## config.mk

```make
export PLATFORM = sky130hd
export DESIGN_NAME = serial_rx_sync
export DESIGN_NICKNAME = d
export VERILOG_FILES = /design/src/rtl/phy_pkg.sv /design/src/rtl/s2p_shift.sv /design/src/rtl/serial_rx_sync.sv
export SDC_FILE = /design/constraint.sdc
export NUM_CORES = 1
export LEC_CHECK = 0
export ABC_AREA = 1
export CAP_MARGIN = 20
export CORE_MARGIN = 2
export CORE_UTILIZATION = 42
export CTS_CLUSTER_DIAMETER = 100
export DETAILED_ROUTE_END_ITERATION = 10
export PLACE_DENSITY = 0.62
export SKIP_CTS_REPAIR_TIMING = 1
export SYNTH_ARGS = -nofsm -noshare
export SYNTH_HDL_FRONTEND = slang
export SYNTH_SLANG_ARGS = --single-unit
```

## constraint.sdc

```tcl
create_clock -name clk_32f -period 1.8 [get_ports clk_32f]
set_clock_uncertainty 0.05 [all_clocks]
set_input_delay 0.54 -clock clk_32f [delete_from_list [all_inputs] [get_ports clk_32f]]
set_output_delay 0.54 -clock clk_32f [all_outputs]
set_load 0.01 [all_outputs]
```

## src/rtl/phy_pkg.sv

```systemverilog
// phy_pkg: shared comma symbol, receiver state type and lane-width helper for the serial PHY
package phy_pkg;
  localparam logic [7:0] COMMA_BYTE = 8'hBC;
  typedef enum logic [1:0] {HUNT, LOCKING, LOCKED} rx_state_t;
  function automatic int lane_w(input int lanes);
    return (lanes > 1) ? $clog2(lanes) : 1;
  endfunction
endpackage

```

## src/rtl/s2p_shift.sv

```systemverilog
// s2p_shift: serial-to-parallel shifter exposing the byte completed this edge and its byte phase
module s2p_shift (
  input  logic       clk,
  input  logic       rst,
  input  logic       din,
  input  logic       clr,
  output logic [7:0] nxt,
  output logic       byte_done
);
  logic [6:0] sr;
  logic [2:0] bit_cnt;
  assign nxt = {sr, din};
  assign byte_done = bit_cnt == 3'd7;
  // shift on every edge; the bit counter holds at zero while cleared so the next match sets phase
  always_ff @(posedge clk or posedge rst)
    if (rst) begin
      sr <= '0;
      bit_cnt <= '0;
    end else begin
      sr <= nxt[6:0];
      bit_cnt <= clr ? 3'd0 : bit_cnt + 3'd1;
    end
endmodule

```

## src/rtl/serial_rx_sync.sv

```systemverilog
// serial_rx_sync: comma hunt, byte lock and lane-tagged deserializer; SYNC_LOSS_EN adds loss-of-sync detection
module serial_rx_sync import phy_pkg::*; #(
  parameter logic [7:0] COMMA = COMMA_BYTE,
  parameter int SYNC_COUNT = 4,
  parameter int LANES = 4
`ifdef SYNC_LOSS_EN
  , parameter int LOS_WINDOW = 64
`endif
) (
  input  logic                      clk_32f,
  input  logic                      reset,
  input  logic                      data_in,
  output logic [7:0]                data_out,
  output logic                      valid_out,
  output logic [lane_w(LANES)-1:0]  lane_out,
  output logic                      byte_strobe,
  output logic                      active
);
  localparam int LW = lane_w(LANES);
  localparam logic [3:0] SC = 4'(SYNC_COUNT);
  rx_state_t state, state_n;
  logic [3:0] bc_cnt, bc_n;
  logic [LW-1:0] lane_cnt, lane_n;
  logic [7:0] nxt;
  logic byte_done, hit, load, act_n;
`ifdef SYNC_LOSS_EN
  localparam int LB = $clog2(LOS_WINDOW + 1);
  logic [LB-1:0] los_cnt, los_n;
`endif
  s2p_shift u_s2p (.clk(clk_32f), .rst(reset), .din(data_in), .clr(state == HUNT), .nxt(nxt), .byte_done(byte_done));
  assign hit = nxt == COMMA;
  assign load = state == LOCKED && byte_done;
  // next state, aligned comma run, lane pointer and lock flag
  always_comb begin
    state_n = state;
    bc_n = bc_cnt;
    lane_n = lane_cnt;
    act_n = active;
`ifdef SYNC_LOSS_EN
    los_n = los_cnt;
`endif
    if (state == HUNT) begin
      if (hit) begin
        bc_n = 4'd1;
        state_n = SC == 4'd1 ? LOCKED : LOCKING;
        act_n = SC == 4'd1;
        lane_n = '0;
`ifdef SYNC_LOSS_EN
        los_n = '0;
`endif
      end
    end else if (state == LOCKING) begin
      if (byte_done) begin
        bc_n = hit ? bc_cnt + 4'd1 : 4'd0;
        state_n = !hit ? HUNT : (bc_n == SC ? LOCKED : LOCKING);
        act_n = hit && bc_n == SC;
        lane_n = '0;
`ifdef SYNC_LOSS_EN
        los_n = '0;
`endif
      end
    end else if (load) begin
      lane_n = lane_cnt + 1'b1;
`ifdef SYNC_LOSS_EN
      los_n = hit ? '0 : los_cnt + 1'b1;
      if (los_n == LB'(LOS_WINDOW)) begin
        state_n = HUNT;
        act_n = 1'b0;
        bc_n = '0;
        lane_n = '0;
        los_n = '0;
      end
`endif
    end
  end
  // state register plus byte outputs captured on each aligned byte while locked
  always_ff @(posedge clk_32f or posedge reset)
    if (reset) begin
      state <= HUNT;
      bc_cnt <= '0;
      lane_cnt <= '0;
      active <= 1'b0;
      byte_strobe <= 1'b0;
      data_out <= '0;
      valid_out <= 1'b0;
      lane_out <= '0;
`ifdef SYNC_LOSS_EN
      los_cnt <= '0;
`endif
    end else begin
      state <= state_n;
      bc_cnt <= bc_n;
      lane_cnt <= lane_n;
      active <= act_n;
      byte_strobe <= load;
`ifdef SYNC_LOSS_EN
      los_cnt <= los_n;
`endif
      if (load) begin
        data_out <= nxt;
        valid_out <= !hit;
        lane_out <= lane_cnt;
      end
    end
endmodule

```

==> impl_results.md <==
* Status: complete, but fails checks
* Failing checks: DRC
* FF-to-FF Start: u_s2p.bit_cnt[0]
* Switching Share at 22.1%
* DR WL/cell at about 11 um
* Synth warn at 0
* H-tree lvl count at 2
* Peak VDD IR at 0.417 mV
* Multi-input gate area at 407 um^2
* Slew @ Worst Pin at around 0.37 ns
* Final Slew Violations at 0
* Leakage Power at 0.000979 uW
* Final GP Congestion at 0.918
* Seq. cell area at 751 um^2
* Post-route ant nets at 0
* Final Util at 55.9%
* Crit. Startpoint: data_in
* Total grt overflow at 0
* Avg Cell Area, Syn at 9.43 um^2
* Required time of the critical path at just under 2 ns
* Post-synth top area cell: dfrtp_1
* Filler instances at between 200 and 250
* CTS Root Cell: clkbuf_4
* Final hold vios at 0
* Worst relative slew slack at 75.2%
* Synthesized area at 1250 um^2
* Via count at 920
* Residual DRC at 2
* DP HPWL at 1470 um
* Clock Power Share at 36.4%
* Final worst path period share at 84.8%
* DP Area at 1470 um^2
* Max Root-Sink Buffers at 2
* Sequential element share of the synthesized area at 59.9%
* Die span in x at between 50 and 60 um
* # nets final at ~170
* First-pass GRT wire length at 3770 um
* Max-cap violations at 0
* Yosys cell types at 21
* Number of I/O port buffers at 15
* Largest net degree at the start of global routing at 31
* Critical hold path startpoint: u_s2p.sr[4]
* Setup TNS Final at 0 ns
* Share of the synthesized area in the top cell type at 59.9%
* Synth Register Bits at 30
* DRT Wirelength at 2140 um
* CTS clock-pin slew for the worst setup and hold paths at 0.09 ns
* Area delta synth->final at 25.1%
* Vias per inst at 4.79
* Critical-path maximum fanout at 4
* Final hold slack at 0.357 ns
* Worst setup SP type: input pin
* Internal at 879 uW
* Crit path DAT at 1.69 ns
* TritonCTS clock tree: done
* Clock sink total at 30
* Power Total at 1130 uW
* Switching pwr at between 200 and 250 uW
* Initial Utilization at 44.7%
* Fin crit period at 1.53 ns
* Endpoint class of the critical path: flip-flop
* Post-route design area at 1570 um^2
* Sequential power share at roughly three fifths
* RSZ-0062 raised after global routing: false
* TritonRoute pass-1 iters at 7
* DIE AREA at 3440 um^2
* Power per cell area at between 700 and 800 nW/um^2
* Crit Path Category: input pin to flip-flop
* IO Pins at 16
* Initial antenna violation count at 0
* Mapped Nets at 139
* Gate power share at 2.7%
* DR iter-0 viols at 15
* Setup violators final at 0
* Min-Delay Path Class: flip-flop to flip-flop
* CTS Buf Count at 5
* Worst skew pair latency at 0.33 ns
* Die H at around 59 um
* Largest cells by area after synthesis: dfrtp_1 60%, nand2_1 12%, inv_1 6.0%
* Total track usage at 15.3%
* Vias in the first global route at about 880
* Post-synthesis cell count at ~130
* # diodes at 0
* Row cnt at 19
* Fraction of layout cells with a size suffix above 1 at between 10% and 20%
* Fmax at 655 MHz
* Area of the core at 2810 um^2
==> metrics by stage <==
stage	setup WS, ns	instances
6_report	0.273	192
3_5_place_dp	-0.0708	183
3_3_place_gp	-0.0438	183
4_1_cts	-0.0961	191
5_1_grt	0.111	192
2_1_floorplan	0.361	133
==> state kept, by name, summed over array words and instances (netlist names) <==
signal / cells
byte_strobe: 1
lane_out: 2
state: 1
bc_cnt: 4
valid_out: 1
lane_cnt: 2
data_out: 8
u_s2p.sr: 7
u_s2p.bit_cnt: 3
active: 1
==> worst max-delay path: stages <==
cell	delay (ns)
clkdlybuf4s50_1	0.50
nor2_1	0.06
nand2_1	0.09
nor2_4	0.05
nand2_1	0.07
nand2_1	0.08
buf_4	0.15
o21a_1	0.16
==> cell usage after synthesis <==
cell	instances
buf_6	1
nor3_4	1
nand4_1	2
nand3_2	1
o21ai_1	1
nand3_1	3
o21ai_0	4
nor2_1	12
inv_1	20
o22ai_1	2
o21a_1	2
nor4_1	1
ha_1	3
nand2_1	41
o21ai_2	4
inv_4	1
nand2_2	1
inv_2	1
a21oi_1	1
nor2_4	1
dfrtp_1	30
==> layer usage <==
layer | vias to the layer above | wire (um) | track usage [%]
met5 | - | 0 | 0
met4 | 0 | 70 | 12.7
met3 | 7 | 106 | 3.96
met2 | 18 | 978 | 21.3
met1 | 427 | 988 | 19.8
li1 | 468 | - | -
==> kinds of logic after synthesis <==
family,after synthesis,synth area share [%]
and+or+nand+nor,63,22.1
DFF,30,59.9
buffers and inverters,23,7.68
AOI/OAI and AO/OA,14,7.38
adders and majority gates,3,2.99
==> power by group through the flow <==
stage	logic (uW)	clock network [uW]	registers, uW
after floorplan	18.8	0	699
after global placement	30.5	0	700
after detailed placement	30.7	0	701
after CTS	31.6	430	687
after global routing	35.1	452	689
final	30.1	411	687
==> cell type report <==
| cell class | count | share of cell area [%] |
|---|---|---|
| Timing Repair Buffer | 21 | 14.5 |
| Sequential cell | 30 | 47.8 |
| Tap cell | 31 | 2.47 |
| Clock buffer | 7 | 3.51 |
| Multi-Input combinational cell | 80 | 25.9 |
| Inverter | 22 | 5.42 |
| Clock inverter | 1 | 0.319 |
==> path summary, 6_finish.rpt <==
path / endpoint / depth (start not counted) / slack, ns
hold / removal: u_s2p.sr[5] / 0 / 0.36
setup reg to reg: lane_out[0] / 8 / 0.32
min in group asynchronous: data_out[5] / 3 / 0.53
setup / recovery: bc_cnt[0] / 8 / 0.27
hold reg to reg: u_s2p.sr[5] / 0 / 0.36
max in group asynchronous: bc_cnt[2] / 3 / 0.89
==> cells in the final DEF, fill, tap and decap left out <==
| cell | instances |
|---|---|
| dfrtp_1 | 30 |
| o21ai_0 | 4 |
| clkdlybuf4s50_1 | 2 |
| ha_1 | 3 |
| nand3_1 | 3 |
| nand2_2 | 1 |
| a21oi_1 | 1 |
| nor3_4 | 1 |
| clkbuf_1 | 1 |
| o21a_1 | 2 |
| buf_4 | 6 |
| o22ai_1 | 2 |
| inv_2 | 1 |
| clkinv_2 | 1 |
| dlymetal6s2s_1 | 13 |
| o21ai_2 | 4 |
| inv_4 | 1 |
| nor2_1 | 12 |
| nand2_1 | 41 |
| nand4_1 | 2 |
| o21ai_1 | 1 |
| nand3_2 | 1 |
| clkbuf_4 | 5 |
| nor2_4 | 1 |
| clkbuf_8 | 1 |
| nor4_1 | 1 |
| inv_1 | 20 |
No activity file was read; power rests on OpenSTA's default activity.
==> edit: new RTL, config.mk and constraints unchanged <==
`LANES`: 4 -> 5.
--- a/src/rtl/serial_rx_sync.sv
+++ b/src/rtl/serial_rx_sync.sv
@@ -2,7 +2,7 @@
 module serial_rx_sync import phy_pkg::*; #(
   parameter logic [7:0] COMMA = COMMA_BYTE,
   parameter int SYNC_COUNT = 4,
-  parameter int LANES = 4
+  parameter int LANES = 5
 `ifdef SYNC_LOSS_EN
   , parameter int LOS_WINDOW = 64
 `endif
Ports: changed (resized lane_out); port bits go from 16 to 17. No check against the original RTL was run, so the function may have changed too.
==> edit against the unedited design <==
Design area is 4.9% higher. Area after synthesis up 4.9%. Sequential cell count increased by 2. Power up 11%. Worst setup slack better by 0.0056 ns. Wire length is 5.6% higher. Die area grew 4.6%. Synthesized cell count rose by 3.8%. First-iteration DRC count increased to 2.9 times the old value. Largest cell class unchanged.
==> edit: results (changes against the unedited design) <==
| Metric | Value |
|---|---|
| Compound-Gate Fraction of Synth Area | `0.0352 (-0.0386)` |
| Maximum VDD drop | `0.283 mV (-32%)` |
| Clock Tree Buf Depth | `2 (unchanged)` |
| Slowest Stage Delay on Critical Path | `0.39 ns (-0.11 ns)` |
| Synth Area in Adders | `0.0466 (+0.0167)` |
| Hold_sp | `u_s2p.sr[3]` |
| Sequential area share after synthesis | `0.609 (+0.0101)` |
| Actual slew at the worst max-slew pin | `0.276 ns (-0.0963 ns)` |
| Final net count | `170 (+2.4%)` |
| Top flop regs | `data_out x8, u_s2p.sr x7, bc_cnt x4` |
| GR Util All Layers | `0.155 (+0.00234)` |
| Most area-consuming cells after synthesis | `dfrtp_1, nand2_1, ha_1` |
| Xor-xnor portion of the synthesized cell area | `0.00666 (+0.00666)` |
| Outcome | `completed` |
| Routed vias/inst | `4.80 (about the same)` |
| # diodes | `0 (unchanged)` |
| Worst Setup SP | `u_s2p.bit_cnt[0]` |
| WP data arrival | `1.69 ns (about the same)` |
| Avg WL per Cell | `11.5 um (+3.4%)` |
| Vias in the first global route | `906 (+2.5%)` |
| Largest net degree at the start of global routing | `33 (+6.5%)` |
| Crit-path slowest cell | `dfrtp_1` |
| Pre-CTS WS | `0.0295 ns (+0.100 ns)` |
| Hold Path Class | `register to register` |
| Drt pass-1 iters | `4 (-3)` |
| Detailed placement HPWL | `1.62 mm (+9.7%)` |
| Leak | `0.976 nW (-0.32%)` |
| Inserted Clock Buffers | `5 (unchanged)` |
| Post-synth top cells | `nand2_1, dfrtp_1, nor2_1` |
| Syn. warnings | `0 (unchanged)` |
| Clock transition at path regs | `0.09 ns (about the same)` |
| First-pass GRT wire length | `3.97 mm (+5.3%)` |
| GP Congestion | `0.777 (-15%)` |
| Fillers | `282 (+16%)` |
| Synth unique cells | `22 (+4.8%)` |
| Endpoints failing setup | `0 (unchanged)` |
| Iter 0 DRT Violations | `44 (+29)` |
| Clk_lat worst skew | `0.32 ns` |
| Async SR Flop Fraction | `1.00 (unchanged)` |
| Share of layout cells above drive strength 1 | `0.160 (+0.0167)` |
| CTS Root Buffer Type | `clkbuf_4` |
| Post-synthesis mux area share | `0 (unchanged)` |
| Initial antenna violation count | `0 (unchanged)` |
| Reg2reg start | `u_s2p.bit_cnt[0]` |
| Mapped Nets | `145 (+4.3%)` |
| Worst Path Max Fanout | `13 (+9)` |
| Port Buffers | `16 (+1)` |
| H-tree levels | `2 (unchanged)` |
==> edit: changes by cell type in the layout (fill, tap and decap cells not counted), moves of 3 or more <==
cell	before	now
inv_2	1	5
nand2_1	41	49
o21ai_2	4	1
o21ai_1	1	4
o21ai_0	4	1
buf_4	6	3
inv_1	20	10
==> edit: through the flow <==
step	total power, W	cells	hold WS, ns	util	cell area [sq um]
after detailed placement	0.000821	188	0.334	0.513	1540
after CTS	0.00127	195	0.355	0.534	1600
after global routing	0.00131	196	0.374	0.548	1650
after global placement	0.000820	188	0.335	0.513	1540
final	0.00125	196	0.354	0.548	1650
after floorplan	0.000785	138	0.324	-	1320
==> edit: cells by family after synthesis <==
family,after synthesis
AOI/OAI and AO/OA,8
buffers and inverters,18
adders and majority gates,5
xor gates and xnor gates,1
DFF,32
and+or+nand+nor,74
==> edit: area by class of cell <==
cell class	instances	area, sq um	share of cell area
Tap cell	33	41.3	0.0251
Multi-Input combinational cell	88	440	0.267
Inverter	16	61.3	0.0372
Clock buffer	7	65.1	0.0395
Sequential cell	32	801	0.486
Timing Repair Buffer	20	238	0.144
==> edit: metal layers <==
| metal | vias up | part of all wire | GRT usage |
|---|---|---|---|
| li1 | 476 | - | - |
| met1 | 446 | 0.46 | 0.190 |
| met5 | - | 0 | 0 |
| met4 | 0 | 0.013 | 0.0667 |
| met2 | 14 | 0.48 | 0.238 |
| met3 | 4 | 0.048 | 0.0671 |
==> edit: worst max-delay path: cells and delay by family, from the launching register on <==
| kind | cells | cell delay (ns) |
|---|---|---|
| xor gates and xnor gates | 1 | 0.17 |
| adders and majority gates | 2 | 0.43 |
| buffers and inverters | 1 | 0.11 |
| DFF | 1 | 0.39 |
| and+or+nand+nor | 3 | 0.26 |
==> edit: power by group <==
group | internal, W | total, W | switching [W]
clock | 0.000221 | 0.000449 | 0.000228
combinational | 0.0000268 | 0.0000564 | 0.0000296
sequential | 0.000735 | 0.000745 | 0.0000100
total | 0.000984 | 0.00125 | 0.000268
==> edit: final timing paths <==
| kind | to | slack [ns] | cells past startpoint |
|---|---|---|---|
| max in group asynchronous | lane_cnt[1] | 1.04 | 3 |
| min in group asynchronous | data_out[5] | 0.49 | 3 |
| setup reg to reg | lane_cnt[2] | 0.28 | 7 |
| hold / removal | u_s2p.sr[4] | 0.35 | 0 |
| hold reg to reg | u_s2p.sr[4] | 0.35 | 0 |
| setup / recovery | lane_cnt[2] | 0.28 | 7 |
